`src/rtl/muldiv_unit.sv`:
```
// Iterative radix-2 multiply/divide unit: shift-add multiply, restoring divide,
// one step per cycle, with sign fix-up in a final cycle.
module muldiv_unit #(
  parameter int unsigned WIDTH = 32
) (
  input  logic             CLK,
  input  logic             RST,
  input  logic             Start,
  input  logic             Abort,
  input  logic [1:0]       Op,
  input  logic [WIDTH-1:0] DataA,
  input  logic [WIDTH-1:0] DataB,
  output logic             Busy,
  output logic             Done,
  output logic             DivZero,
  output logic [WIDTH-1:0] HI,
  output logic [WIDTH-1:0] LO
);

  localparam int unsigned CntW = $clog2(WIDTH);

  typedef enum logic [1:0] {StIdle, StCalc, StFix} state_e;

  state_e               state_q, state_d;
  logic [1:0]           op_q, op_d;
  logic [2*WIDTH-1:0]   acc_q, acc_d;
  logic [WIDTH-1:0]     m_q, m_d;
  logic [CntW-1:0]      cnt_q, cnt_d;
  logic                 neg_lo_q, neg_lo_d;
  logic                 neg_hi_q, neg_hi_d;
  logic                 dz_q, dz_d;
  logic [WIDTH-1:0]     hi_q, hi_d;
  logic [WIDTH-1:0]     lo_q, lo_d;
  logic                 done_q, done_d;
  logic                 divzero_q, divzero_d;

  logic [WIDTH-1:0]     a_mag, b_mag;
  logic [WIDTH:0]       mul_sum;
  logic [2*WIDTH-1:0]   mul_step;
  logic [WIDTH:0]       div_shift, div_diff;
  logic [2*WIDTH-1:0]   div_step;
  logic [2*WIDTH-1:0]   prod_fix;
  logic [WIDTH-1:0]     quo_fix, rem_fix;

  // Op[0] selects the signed variants; magnitudes feed the unsigned datapath.
  assign a_mag = (Op[0] && DataA[WIDTH-1]) ? -DataA : DataA;
  assign b_mag = (Op[0] && DataB[WIDTH-1]) ? -DataB : DataB;

  // Multiply: acc = {partial product, remaining multiplier bits}.
  assign mul_sum  = acc_q[0] ? ({1'b0, acc_q[2*WIDTH-1:WIDTH]} + {1'b0, m_q})
                             : {1'b0, acc_q[2*WIDTH-1:WIDTH]};
  assign mul_step = {mul_sum, acc_q[WIDTH-1:1]};

  // Divide: acc = {partial remainder, dividend/quotient}. div_diff[WIDTH] is the borrow.
  assign div_shift = {acc_q[2*WIDTH-1:WIDTH], acc_q[WIDTH-1]};
  assign div_diff  = div_shift - {1'b0, m_q};
  assign div_step  = div_diff[WIDTH] ? {div_shift[WIDTH-1:0], acc_q[WIDTH-2:0], 1'b0}
                                     : {div_diff[WIDTH-1:0], acc_q[WIDTH-2:0], 1'b1};

  assign prod_fix = (op_q[0] && neg_lo_q) ? -acc_q : acc_q;
  assign quo_fix  = (op_q[0] && neg_lo_q) ? -acc_q[WIDTH-1:0] : acc_q[WIDTH-1:0];
  assign rem_fix  = (op_q[0] && neg_hi_q) ? -acc_q[2*WIDTH-1:WIDTH]
                                          : acc_q[2*WIDTH-1:WIDTH];

  always_comb begin
    state_d   = state_q;
    op_d      = op_q;
    acc_d     = acc_q;
    m_d       = m_q;
    cnt_d     = cnt_q;
    neg_lo_d  = neg_lo_q;
    neg_hi_d  = neg_hi_q;
    dz_d      = dz_q;
    hi_d      = hi_q;
    lo_d      = lo_q;
    done_d    = 1'b0;
    divzero_d = divzero_q;

    unique case (state_q)
      StIdle: begin
        if (Start && !Abort) begin
          state_d  = StCalc;
          op_d     = Op;
          cnt_d    = CntW'(WIDTH - 1);
          neg_lo_d = DataA[WIDTH-1] ^ DataB[WIDTH-1];
          neg_hi_d = DataA[WIDTH-1];
          dz_d     = 1'b0;
          if (Op[1]) begin
            if (DataB == '0) begin
              // Preload the divide-by-zero result; CALC then passes straight to FIX.
              dz_d  = 1'b1;
              acc_d = {DataA, {WIDTH{1'b1}}};
              m_d   = '0;
              cnt_d = '0;
            end else begin
              acc_d = {{WIDTH{1'b0}}, a_mag};
              m_d   = b_mag;
            end
          end else begin
            acc_d = {{WIDTH{1'b0}}, b_mag};
            m_d   = a_mag;
          end
        end
      end
      StCalc: begin
        if (Abort) begin
          state_d = StIdle;
        end else begin
          if (!dz_q) acc_d = op_q[1] ? div_step : mul_step;
          if (cnt_q == '0) state_d = StFix;
          else cnt_d = cnt_q - 1'b1;
        end
      end
      StFix: begin
        state_d = StIdle;
        if (!Abort) begin
          done_d    = 1'b1;
          divzero_d = dz_q;
          if (dz_q) begin
            hi_d = acc_q[2*WIDTH-1:WIDTH];
            lo_d = acc_q[WIDTH-1:0];
          end else if (op_q[1]) begin
            hi_d = rem_fix;
            lo_d = quo_fix;
          end else begin
            hi_d = prod_fix[2*WIDTH-1:WIDTH];
            lo_d = prod_fix[WIDTH-1:0];
          end
        end
      end
      default: state_d = StIdle;
    endcase
  end

  always_ff @(posedge CLK or negedge RST) begin
    if (!RST) begin
      state_q   <= StIdle;
      op_q      <= '0;
      acc_q     <= '0;
      m_q       <= '0;
      cnt_q     <= '0;
      neg_lo_q  <= 1'b0;
      neg_hi_q  <= 1'b0;
      dz_q      <= 1'b0;
      hi_q      <= '0;
      lo_q      <= '0;
      done_q    <= 1'b0;
      divzero_q <= 1'b0;
    end else begin
      state_q   <= state_d;
      op_q      <= op_d;
      acc_q     <= acc_d;
      m_q       <= m_d;
      cnt_q     <= cnt_d;
      neg_lo_q  <= neg_lo_d;
      neg_hi_q  <= neg_hi_d;
      dz_q      <= dz_d;
      hi_q      <= hi_d;
      lo_q      <= lo_d;
      done_q    <= done_d;
      divzero_q <= divzero_d;
    end
  end

  assign Busy    = (state_q != StIdle);
  assign Done    = done_q;
  assign DivZero = divzero_q;
  assign HI      = hi_q;
  assign LO      = lo_q;

endmodule

```
`config.mk`:
```
export PLATFORM = sky130hd
export DESIGN_NAME = muldiv_unit
export DESIGN_NICKNAME = d
export VERILOG_FILES = /design/src/rtl/muldiv_unit.sv
export SDC_FILE = /design/constraint.sdc
export NUM_CORES = 1
export LEC_CHECK = 0
export ABC_CLOCK_PERIOD_IN_PS = 4600
export BUFFER_PORTS_ARGS = -buffer_cell sky130_fd_sc_hd__buf_2
export CORE_MARGIN = 2
export CORE_UTILIZATION = 44
export CTS_BUF_LIST = sky130_fd_sc_hd__clkbuf_4 sky130_fd_sc_hd__clkbuf_8
export DETAILED_ROUTE_END_ITERATION = 16
export PLACE_DENSITY = 0.58
export SLEW_MARGIN = 20
export SYNTH_ARGS = -nofsm -noshare
export SYNTH_HDL_FRONTEND = slang
export SYNTH_SLANG_ARGS = --single-unit
```
`constraint.sdc`:
```
create_clock -name CLK -period 4.6 [get_ports CLK]
set_input_delay 1.38 -clock CLK [delete_from_list [all_inputs] [get_ports CLK]]
set_output_delay 1.38 -clock CLK [all_outputs]
set_load 0.01 [all_outputs]
```
# Yosys cells after proc, flatten, opt, wreduce, memory -nomap -nowiden
# Cells that the tools add are included.
[classes]
eq_ne = 7
n_div = 0
n_mul = 0
bitwise_logic = 2
n_mux = 34
order_cmp = 0
n_addsub = 8
n_shift = 0
reduce_logical = 16
[ops]
columns = ["operator", "count"]
rows = [
  ["2-to-1 mux 64 bit", 8],
  ["2-to-1 mux 32 bit", 10],
  ["negation 32 bit", 4],
  ["case mux 64 bit (2 select lines)", 1],
  ["negation 64 bit", 1],
  ["adder 32 x 32 -> 33 bit", 1],
  ["2-to-1 mux 33 bit", 1],
  ["subtractor 33 x 32 -> 33 bit", 1],
  ["logical NOT 32 bit", 1],
  ["2-to-1 mux 5 bit", 5],
  ["case mux 5 bit (2 select lines)", 1],
  ["!= test 2 bit, second input constant", 4],
  ["AND reduction 4 bit", 2],
  ["2-to-1 mux 2 bit", 3],
  ["AND reduction 2 bit", 3],
  ["logical AND 1 bit", 5],
  ["logical NOT 5 bit", 1],
  ["subtractor 5 x 1 -> 5 bit, second input constant", 1],
  ["2-to-1 mux 1 bit", 4],
  ["case mux 2 bit (2 select lines)", 1],
  ["nonzero test 2 bit", 2],
  ["!= test 3 bit, second input constant", 1],
  ["== test 2 x 1 -> 1 bit, second input constant", 1],
  ["== test 2 bit, second input constant", 1],
  ["4 further kinds", 4],
]
[totals]
output_inout_bits = 67
register_bits = 174
input_bits = 70
ramBits = 0
elab_cells = 79
n_memories = 0
latchBits = 0
mem_bits_ro = 0

# Depth between registers and ports, before layout
[logic_depth]
depth_word = 6
depth_mapped = 14
mapped_depth_nobuf = 12

# Least setup slack after synthesis
# OpenSTA, ideal clock, no wires.
[synth_timing]
path_type = "input -> register"
startpoint = "in DataA[1]"
endpoint = "reg acc_q[31]"
required_time_ns = 4.534
arrival_ns = 3.799
path_stages = 9
setup_ns = 0.066
path_buffers = 0
setup_slack_ns = 0.734
path_cell_list = "or2_1 -> or4b_2 -> or2_1 -> or3_1 -> nor4_4 -> and3b_1 -> o21ai_0 -> a221oi_1 -> a221o_1"
[synth_via]
elab_chain_cells = 6
[synth_lines]
columns = ["element", "line", "text"]
rows = [
  ["from (decl)", "11", "input logic [WIDTH-1:0] DataA,"],
  ["negation 32 bit", "46", "assign a_mag = (Op[0] && DataA[WIDTH-1]) ? -DataA : DataA;"],
  ["2-to-1 mux 32 bit", "46", ""],
  ["2-to-1 mux 64 bit", "89", "if (DataB == '0) begin"],
  ["2-to-1 mux 64 bit", "88", "if (Op[1]) begin"],
  ["2-to-1 mux 64 bit", "81", "if (Start && !Abort) begin"],
  ["case mux 64 bit (2 select lines)", "79", "unique case (state_q)"],
  ["to (signal assigned)", "139", "acc_q <= '0;"],
  ["to (signal assigned)", "152", "acc_q <= acc_d;"],
  ["to (decl)", "26", "logic [2*WIDTH-1:0] acc_q, acc_d;"],
]
# No other way between the ends. The select of a mux whose other input is x is not followed.
# A chain may end at the register's enable or synchronous reset.

# Final worst setup path
[layout_timing]
startpoint = "in DataB[12]"
endpoint = "reg acc_q[63]"
[layout_via]
elab_chain_cells = 5
[layout_lines]
columns = ["element", "line", "text"]
rows = [
  ["from (decl)", "12", "input logic [WIDTH-1:0] DataB,"],
  ["logical NOT 32 bit", "89", ""],
  ["2-to-1 mux 64 bit", "89", ""],
  ["2-to-1 mux 64 bit", "88", ""],
  ["2-to-1 mux 64 bit", "81", ""],
  ["case mux 64 bit (2 select lines)", "79", ""],
]
# No other way between the ends. The select of a mux whose other input is x is not followed.

==> flow_summary.ini <==
[global_route]
grt_pass1_vias = 14900
grt_busiest_layer = met2
grt_use_met2 = 0.483
grt_start_max_net_pins = 96
grt_first_pass_wirelength_mm = 88.1
grtUsageMet1 = 0.437
grt.total_usage = 0.318
grt_antenna_before_repair = 3
groute.layer.met3.usage = 0.0488
overflow = 0

[placed_design]
buffer_ports.inserted = 136
detailedPlacementHpwl_mm = 45.2
numPlacedInstances = 2529
gp_congestion = 0.989
post-place-ws_ns = 0.293

[job]
cap_violations = 0

[detailed_routing]
starting_drt_drc_count = 1504
first_pass_iters = 6
vias = 15900
route.final.wire_length_mm = 58.3
vias_per_cell = 6.19
ant_nets = 0
drc = 0
route.detailed.wl_per_inst_um = 22.7

[min_path]
min_path_type = reg -> reg

[floorplan]
floorplan.initialDensity = 0.449
vertical_extent_of_the_die_um = 192
floorplan.die_area_mm2 = 0.0368
die_x_um = 192
rows = 68
fp.coreArea_mm2 = 0.0346
floorplan.io_pins = 137

[power_and_ir_drop]
p_per_area_mw_per_mm2 = 743
power.leakage_nw = 7.78
irDropWorstVdd_mv = 0.632

[final_layout]
layout.nets = 2235
layoutNonFillerInstCount = 2564
layout-drive-gt1-share = 0.142
fill_cells = 3460
layout.cells.most_common = nand2_1
post-route-util = 0.499
mostFrequentLayoutCells = nand2_1, o21ai_0, a21oi_1
area_growth_pct = 11.2

[timing]
setup_slack_ns = 0.781
finalMaxSlewViolations = 0
worst_clock_skew_ns = 0.0208
final_critical_path_share_of_the_clock_period = 0.830
max_slew_margin = 0.334
achievable-frequency_mhz = 262
hold_viol_final = 0
whs_ns = 0.480
worst_pin_slew_ns = 1.00
timing.setup.tns_ns = 0
final-setup-viol-count = 0
grt_setup_unrepaired = false
timing.final.crit_period_ns = 3.82

[setup_path]
timing.critical_path.from = DataB[12]
worstReg2RegEnd = acc_q[39]
worst_endpoint_data_arrival_time_ns = 4.28
reg2reg_from = m_q[25]
path_class = in -> reg
worstSetupStartpointType = input pin
cp-end-kind = flip-flop
worst_setup_path_endpoint = acc_q[63]
regToRegSetupSlack_ns = 0.88
timing.critical_path.fanout_max = 14
reg2reg_depth = 12
critical_path_required_ns = 5.06

[synthesis]
synthesis.instances = 1996
synth_enable_flop_cells = 0
synth-seq-cells = 174
async_reset_ff_frac = 1.00
post_syn_nets = 2138
seq_area_frac_synth = 0.280
netlist_area_mm2 = 0.0155
warnings_synthesis = 0
avg_cell_area_syn_um2 = 7.78
synth-main-ff-cell = dfrtp_1
netlist-cell-type-count = 87

[clock_tree]
cts_root_buffer = clkbuf_8
cts_made_buffers = 17
buffers_inserted_by_post_cts_timing_repair = 0
tritoncts = done
ctsHoldBuffers = 0
number_of_h_tree_levels = 4
cts_num_sinks = 174
cts.reportedPaths.clkPinSlew_ns = 0.11
insertion_delay_ns = 0.53
ctsLongestPathBuffers = 2
post_cts_resized = 0

[run_status]
result_of_the_run = finished, final reports clean
worst max-delay path, cell delays in order:
cell and delay [ns]:
buf_2 0.13, or4_1 0.57, or4_1 0.64, nor4_4 0.31
nand3_2 0.17, a21oi_2 0.18, buf_4 0.26, and2_4 0.22
o21a_1 0.15, a21boi_2 0.15, a311o_1 0.12
logic make-up after synthesis:
logic type,synth area share
muxes,0.0513
xor gates and xnor gates,0.0941
and+or+nand+nor,0.198
DFF,0.280
AOI/OAI and AO/OA,0.269
adders and majority gates,0.0590
buffers and inverters,0.0475
final cells by class:
class	count	area, um^2	share of cell area
Sequential cell	174	4360	0.252
Multi-Input combinational cell	1628	10500	0.606
Antenna cell	3	7.51	0.000434
Tap cell	455	569	0.0329
Inverter	72	270	0.0156
Clock buffer	17	234	0.0135
Timing Repair Buffer	200	1190	0.0690
Clock inverter	15	173	0.00999
per-layer routing:
metal / wire length, um / up-vias
met2: 25700 / 678
met4: 2940 / 2
met3: 4220 / 144
met1: 25400 / 7591
li1: - / 7456
met5: 9 / -
sequential cells by signal (all words and copies together), names as in the netlist:
register	cells
neg_hi_q	1
acc_q	64
m_q	32
DivZero	1
dz_q	1
cnt_q	5
Done	1
LO	32
state_q	2
op_q	2
neg_lo_q	1
HI	32
how the worst min path moves through the flow:
stage             start       end  slack (ns)  cells after the start
3_3_place_gp     LO[30]    LO[30]        0.46                      2
3_5_place_dp      HI[1]     HI[1]        0.46                      1
4_1_cts           HI[1]     HI[1]        0.49                      1
2_1_floorplan  neg_lo_q  neg_lo_q        0.46                      2
5_1_grt           HI[1]     HI[1]        0.49                      1
6_report         HI[18]    HI[18]        0.48                      2
cells in the mapped netlist (11+ instances only):
cell type	instances	share of area
a31oi_1	34	0.014
xnor2_1	87	0.049
mux2i_1	47	0.030
nand2b_1	21	0.0085
a21o_1	45	0.022
o31ai_1	17	0.0082
and2_1	13	0.0052
inv_1	71	0.017
a211oi_1	23	0.011
o41ai_1	12	0.0068
and3_1	15	0.0060
o21ai_0	200	0.064
o22ai_1	24	0.0097
mux2_2	29	0.021
ha_1	70	0.056
nand4_1	13	0.0052
nand3_1	27	0.0087
o21a_1	11	0.0053
or3_1	20	0.0081
a311oi_1	16	0.0090
nor2_1	162	0.039
nor3_1	47	0.015
clkbuf_1	103	0.025
buf_1	11	0.0027
o211ai_1	17	0.0082
nor2b_1	16	0.0064
xor2_1	78	0.044
or4_1	12	0.0058
a221oi_1	11	0.0062
nor4_1	17	0.0068
nand2_1	229	0.055
dfrtp_1	174	0.28
a21oi_1	177	0.057
power breakdown:
group / total (W) / switching (W) / leakage [nW] / internal, W
Combinational: 0.00890 / 0.00541 / 5.33 / 0.00349
Sequential: 0.00276 / 0.000797 / 2.24 / 0.00196
Clock: 0.00118 / 0.000719 / 0.200 / 0.000457
Total: 0.0128 / 0.00693 / 7.78 / 0.00590
metrics by stage:
| step | instance area, um^2 | total power, W |
|---|---|---|
| after floorplan | 15500 | 0.00869 |
| after global placement | 16900 | 0.0114 |
| after detailed placement | 16900 | 0.0115 |
| after CTS | 17300 | 0.0127 |
| after global routing | 17300 | 0.0138 |
| final | 17300 | 0.0128 |
(Power assumes the default switching activity.)
